File: config.mk
export PLATFORM = sky130hd
export DESIGN_NAME = fifo_wr_arbiter
export DESIGN_NICKNAME = d
export VERILOG_FILES = /design/src/rtl/fifo_wr_arbiter.sv
export SDC_FILE = /design/constraint.sdc
export NUM_CORES = 1
export LEC_CHECK = 0
export CORE_MARGIN = 2
export CORE_UTILIZATION = 36
export CTS_CLUSTER_DIAMETER = 50
export DETAILED_ROUTE_END_ITERATION = 7
export PLACE_DENSITY = 0.68
export REMOVE_ABC_BUFFERS = 1
export SLEW_MARGIN = 10
export SYNTH_ARGS = -nofsm -noshare
export SYNTH_HDL_FRONTEND = slang
export SYNTH_SLANG_ARGS = --single-unit
File: constraint.sdc
create_clock -name w_clk -period 2.35 [get_ports w_clk]
set_input_delay 0.235 -clock w_clk [delete_from_list [all_inputs] [get_ports w_clk]]
set_output_delay 0.235 -clock w_clk [all_outputs]
set_load 0.05 [all_outputs]
File: src/rtl/fifo_wr_arbiter.sv
// fifo_wr_arbiter: round-robin, burst-locked arbiter for the single write port
// of an async FIFO. Lives in the write clock domain. The granted requester's
// data is muxed onto the FIFO write port, and the arbiter stalls while the
// FIFO is full.
module fifo_wr_arbiter #(
    parameter int WIDTH     = 4,
    parameter int N         = 4,
    parameter int MAX_BURST = 4
) (
    input  logic                   w_clk,
    input  logic                   rst,
    input  logic [N-1:0]           req_valid,
    input  logic [N-1:0]           req_last,
    input  logic [N*WIDTH-1:0]     req_data,
    output logic [N-1:0]           req_ready,
    input  logic                   fifo_full,
    output logic                   fifo_wr_rq,
    output logic [WIDTH-1:0]       fifo_wdata,
    output logic                   grant_valid,
    output logic [$clog2(N)-1:0]   grant_id,
    output logic [7:0]             full_stall_cnt
);

    localparam int IDW = $clog2(N);
    localparam int BW  = $clog2(MAX_BURST + 1);

    typedef enum logic {
        ST_IDLE  = 1'b0,
        ST_BURST = 1'b1
    } state_t;

    state_t           state_reg;
    logic             grant_valid_reg;
    logic [IDW-1:0]   grant_id_reg;
    logic [IDW-1:0]   rr_ptr_reg;
    logic [BW-1:0]    beat_cnt_reg;
    logic [7:0]       full_stall_cnt_reg;

    logic [WIDTH-1:0] data_arr [N];
    logic             sel_valid;
    logic             sel_last;
    logic [WIDTH-1:0] sel_data;
    logic             accept;
    logic [BW-1:0]    beat_inc;
    logic [IDW-1:0]   winner;
    logic [IDW-1:0]   scan_idx;

    // Split the flat data bus into one word per requester.
    generate
        for (genvar gi = 0; gi < N; gi++) begin : g_unpack
            assign data_arr[gi] = req_data[gi*WIDTH +: WIDTH];
        end
    endgenerate

    assign sel_valid = req_valid[grant_id_reg];
    assign sel_last  = req_last[grant_id_reg];
    assign sel_data  = data_arr[grant_id_reg];
    assign accept    = (state_reg == ST_BURST) & sel_valid & ~fifo_full;
    assign beat_inc  = beat_cnt_reg + BW'(1);

    // Round-robin search: scan from the highest offset down so the requester
    // closest to rr_ptr (offset 0 first) is the one that sticks.
    always_comb begin
        winner   = rr_ptr_reg;
        scan_idx = rr_ptr_reg;
        for (int k = N - 1; k >= 0; k--) begin
            scan_idx = rr_ptr_reg + IDW'(k);
            if (req_valid[scan_idx]) begin
                winner = scan_idx;
            end
        end
    end

    // Arbitration FSM: IDLE picks a winner, BURST holds it until last,
    // MAX_BURST beats, or the requester drops valid.
    always_ff @(posedge w_clk or posedge rst) begin
        if (rst) begin
            state_reg          <= ST_IDLE;
            grant_valid_reg    <= 1'b0;
            grant_id_reg       <= '0;
            rr_ptr_reg         <= '0;
            beat_cnt_reg       <= '0;
            full_stall_cnt_reg <= '0;
        end else begin
            case (state_reg)
                ST_IDLE: begin
                    if (|req_valid) begin
                        grant_id_reg    <= winner;
                        beat_cnt_reg    <= '0;
                        grant_valid_reg <= 1'b1;
                        state_reg       <= ST_BURST;
                    end
                end
                ST_BURST: begin
                    if (!sel_valid) begin
                        // Requester released the grant; nothing written.
                        state_reg       <= ST_IDLE;
                        grant_valid_reg <= 1'b0;
                        rr_ptr_reg      <= grant_id_reg + IDW'(1);
                    end else if (fifo_full) begin
                        // Hold the grant indefinitely; only count the stall.
                        if (full_stall_cnt_reg != 8'hFF) begin
                            full_stall_cnt_reg <= full_stall_cnt_reg + 8'd1;
                        end
                    end else begin
                        beat_cnt_reg <= beat_inc;
                        if (sel_last || (beat_inc == BW'(MAX_BURST))) begin
                            state_reg       <= ST_IDLE;
                            grant_valid_reg <= 1'b0;
                            rr_ptr_reg      <= grant_id_reg + IDW'(1);
                        end
                    end
                end
                default: begin
                    state_reg       <= ST_IDLE;
                    grant_valid_reg <= 1'b0;
                end
            endcase
        end
    end

    // Write-port mux and ready steering, combinational from registered grant.
    always_comb begin
        req_ready  = '0;
        fifo_wr_rq = 1'b0;
        fifo_wdata = '0;
        if (state_reg == ST_BURST) begin
            req_ready[grant_id_reg] = ~fifo_full;
            fifo_wr_rq              = accept;
            if (accept) begin
                fifo_wdata = sel_data;
            end
        end
    end

    assign grant_valid    = grant_valid_reg;
    assign grant_id       = grant_id_reg;
    assign full_stall_cnt = full_stall_cnt_reg;

endmodule

==> results of run 1 <==
==> repair_timing <==
item | in CTS | in global routing
endpoints found under the setup margin | 1 | 0
setup buffers | 0 | 0
gates resized for setup | 1 | 0
==> report_power, final <==
part	internal (mW)	switching [mW]	leakage, nW
combinational	0.555	0.706	0.565
sequential	0.409	0.191	0.208
clock	0.0660	0.0927	0.0150
total	1.03	0.990	0.788
==> metrics by stage <==
step                      std cells  cell area [µm²]  worst slack [ns]  hold slack [ns]
after detailed placement        196             1730             0.293            0.474
after global placement          196             1730             0.340            0.472
after floorplan                 105             1170             0.102            0.161
after global routing            200             1760            0.0384            0.408
final                           200             1760             0.172            0.333
after CTS                       200             1760             0.142            0.363
==> layer usage <==
| layer | up-vias | wire length (µm) | GRT usage (%) |
|---|---|---|---|
| met5 | - | 0 | 0 |
| met4 | 0 | 19 | 1.82 |
| met3 | 2 | 100 | 3.78 |
| met2 | 20 | 1500 | 32.1 |
| met1 | 479 | 1040 | 16.7 |
| li1 | 480 | - | - |
==> path summary, 6_finish.rpt <==
path / start / to / slack (ns) / cells past startpoint
setup / recovery: grant_id[0] / fifo_wr_rq / 0.17 / 4
hold / removal: rst / full_stall_cnt[2] / 0.33 / 2
setup reg to reg: grant_id[0] / beat_cnt_reg[2] / 0.45 / 4
hold reg to reg: full_stall_cnt[7] / full_stall_cnt[7] / 0.50 / 1
max in group asynchronous: rst / grant_id[0] / 1.55 / 2
min in group w_clk: full_stall_cnt[7] / full_stall_cnt[7] / 0.50 / 1
==> layout make-up <==
class                      count  area, µm²
fill                         301       1340
clock buffer                   4       26.3
multi-input combinational     78        706
tap                           44       55.1
timing repair buffer          47        508
inverter                      10       37.5
sequential                    17        427
==> cells by family (layout without fill, tap and decap cells) <==
logic type               count (synthesis)  after routing  synth area share, %
AO/OA/AOI/OAI                           14             14                 11.5
XOR/XNOR                                 8              8                 5.91
adder cells (fa/ha/maj)                  7              7                 7.39
buffers and inverters                   12             61                 4.54
flip-flops                              17             17                 35.9
multiplexers                            13             13                 18.2
AND/OR/NAND/NOR                         36             36                 16.6
==> worst register-to-register path: stages (launching register included) <==
cell	delay, ns
dfrtp_2	0.54
mux4_2	0.66
nand2_1	0.17
mux2_1	0.33
mux2i_1	0.13
==> cell usage after synthesis (2+ instances only) <==
master,count
and3_2,4
nor3_1,5
o21ai_0,2
nor3_2,2
xor2_1,5
and2_1,4
nand2_1,8
a21oi_1,3
nand3_1,3
dfrtp_1,17
nor2_1,5
mux2i_1,5
ha_1,7
inv_1,9
xnor2_1,3
mux4_1,4
nor2b_1,2
==> qor.yml, run 1 <==
synth_area_leaders: "dfrtp_1 (36%), mux4_1 (8.9%), ha_1 (7.4%)"
die_y_um: 61.4
port_buffers: 46
synthCells: 107
worstPathArrival_ns: 1.94
firstDrtPassIters: 2
maxCapViolations: 0
fin_crit_ns: 2.18
drcViolationCount: 0
postSynth.asyncResetShare_pct: 100
ir_drop_v: 0.000688
syn_avg_cell_area_um2: 11.1
dr.first_iter.drc_count: 20
status: "complete, no violations"
antenna_found_initial: 0
vias: 981
hp-class: "in -> async"
synth-edff-count: 0
ant_nets: 0
worst-setup-path-type: "reg -> out"
netlist.area_leader.share_pct: 35.9
rsz0062_at_grt: "false"
worstMarginPinSlew_ns: 0.666
critPathMaxStageDelay_ns: 0.65
antenna-diode-count: 0
synth-main-ff-cell: "dfrtp_1"
max_freq_mhz: 459
p_per_area_nw_per_um2: 1150
crit_chain: "mux4_2 > nand2_1 > inv_1 > buf_12"
critPathBufInv: 2
grt_pass1_vias: 1020
die_w_um: 61.4
yosysUniqueCellTypes: 36
grt_pass1_wl_um: 4420
place_hpwl_um: 2180
ios: 47
post_drt_via_cell_ratio: 4.91
clock_skew_ns: 0.00213
slowest_stage: "mux4_2"
grt.total_usage_pct: 15.8
final_cell_mix: "clkdlybuf4s50_1 (37), dfrtp_1 (16), inv_1 (9)"
cp-start-kind: "register"
finalSetupViolCount: 0
hold_violations: 0
clockRootBuffer: "clkbuf_4"
leakage_nw: 0.788
dieArea_um2: 3770
final_common_cell: "clkdlybuf4s50_1"
largest_reg_flops: 8
worstPathRequired_ns: 2.12
layout-drive-gt1-share_pct: 17.3
tns_ns: 0
drv_slew: 0
ys_seq_area_share_pct: 35.9
yosys.area.top_type: "dfrtp_1"
post_synth_instance_area_um2: 1180
clock_latency_ns: 0.29
final_util_pct: 56.7
rows: 20
coreArea_um2: 3100
numCtsBuffers: 3
area_growth_pct: 48.5
start_util_pct: 38.2
power_mw: 2.02
nets: 191
cts_hold_buf: 0
grt_max_degree: 18
cts.clk_slew.worst_paths_ns: 0.10
crit_family: "multiplexers"
gr-total-overflow: 0
ys_ff_latch: 17
cts.htree.levels: 1
crit_path_max_fanout: 12
detail_route.wl_per_cell_um: 13.3
finalWeightedCongestion: 0.798
clock-sinks: 17
cts_buffer_depth: 2
end_kind: "primary output"
fin_crit_sh_pct: 92.7
slew_headroom_pct: 55.6
wl_um: 2660
yosys_warnings: 0
cts_tree: "done"
(Power assumes the default switching activity.)
==> inputs of run 2 (changes only) <==
--- a/config.mk
+++ b/config.mk
@@ -7,11 +7,11 @@
 export LEC_CHECK = 0
 export CORE_MARGIN = 2
 export CORE_UTILIZATION = 36
-export CTS_CLUSTER_DIAMETER = 50
+export CTS_CLUSTER_DIAMETER = 200
 export DETAILED_ROUTE_END_ITERATION = 7
 export PLACE_DENSITY = 0.68
 export REMOVE_ABC_BUFFERS = 1
-export SLEW_MARGIN = 10
+export SLEW_MARGIN = 0
 export SYNTH_ARGS = -nofsm -noshare
 export SYNTH_HDL_FRONTEND = slang
 export SYNTH_SLANG_ARGS = --single-unit
==> results of run 2 <==
Same layout as run 1: the final DEF is identical, and so are final timing and power.
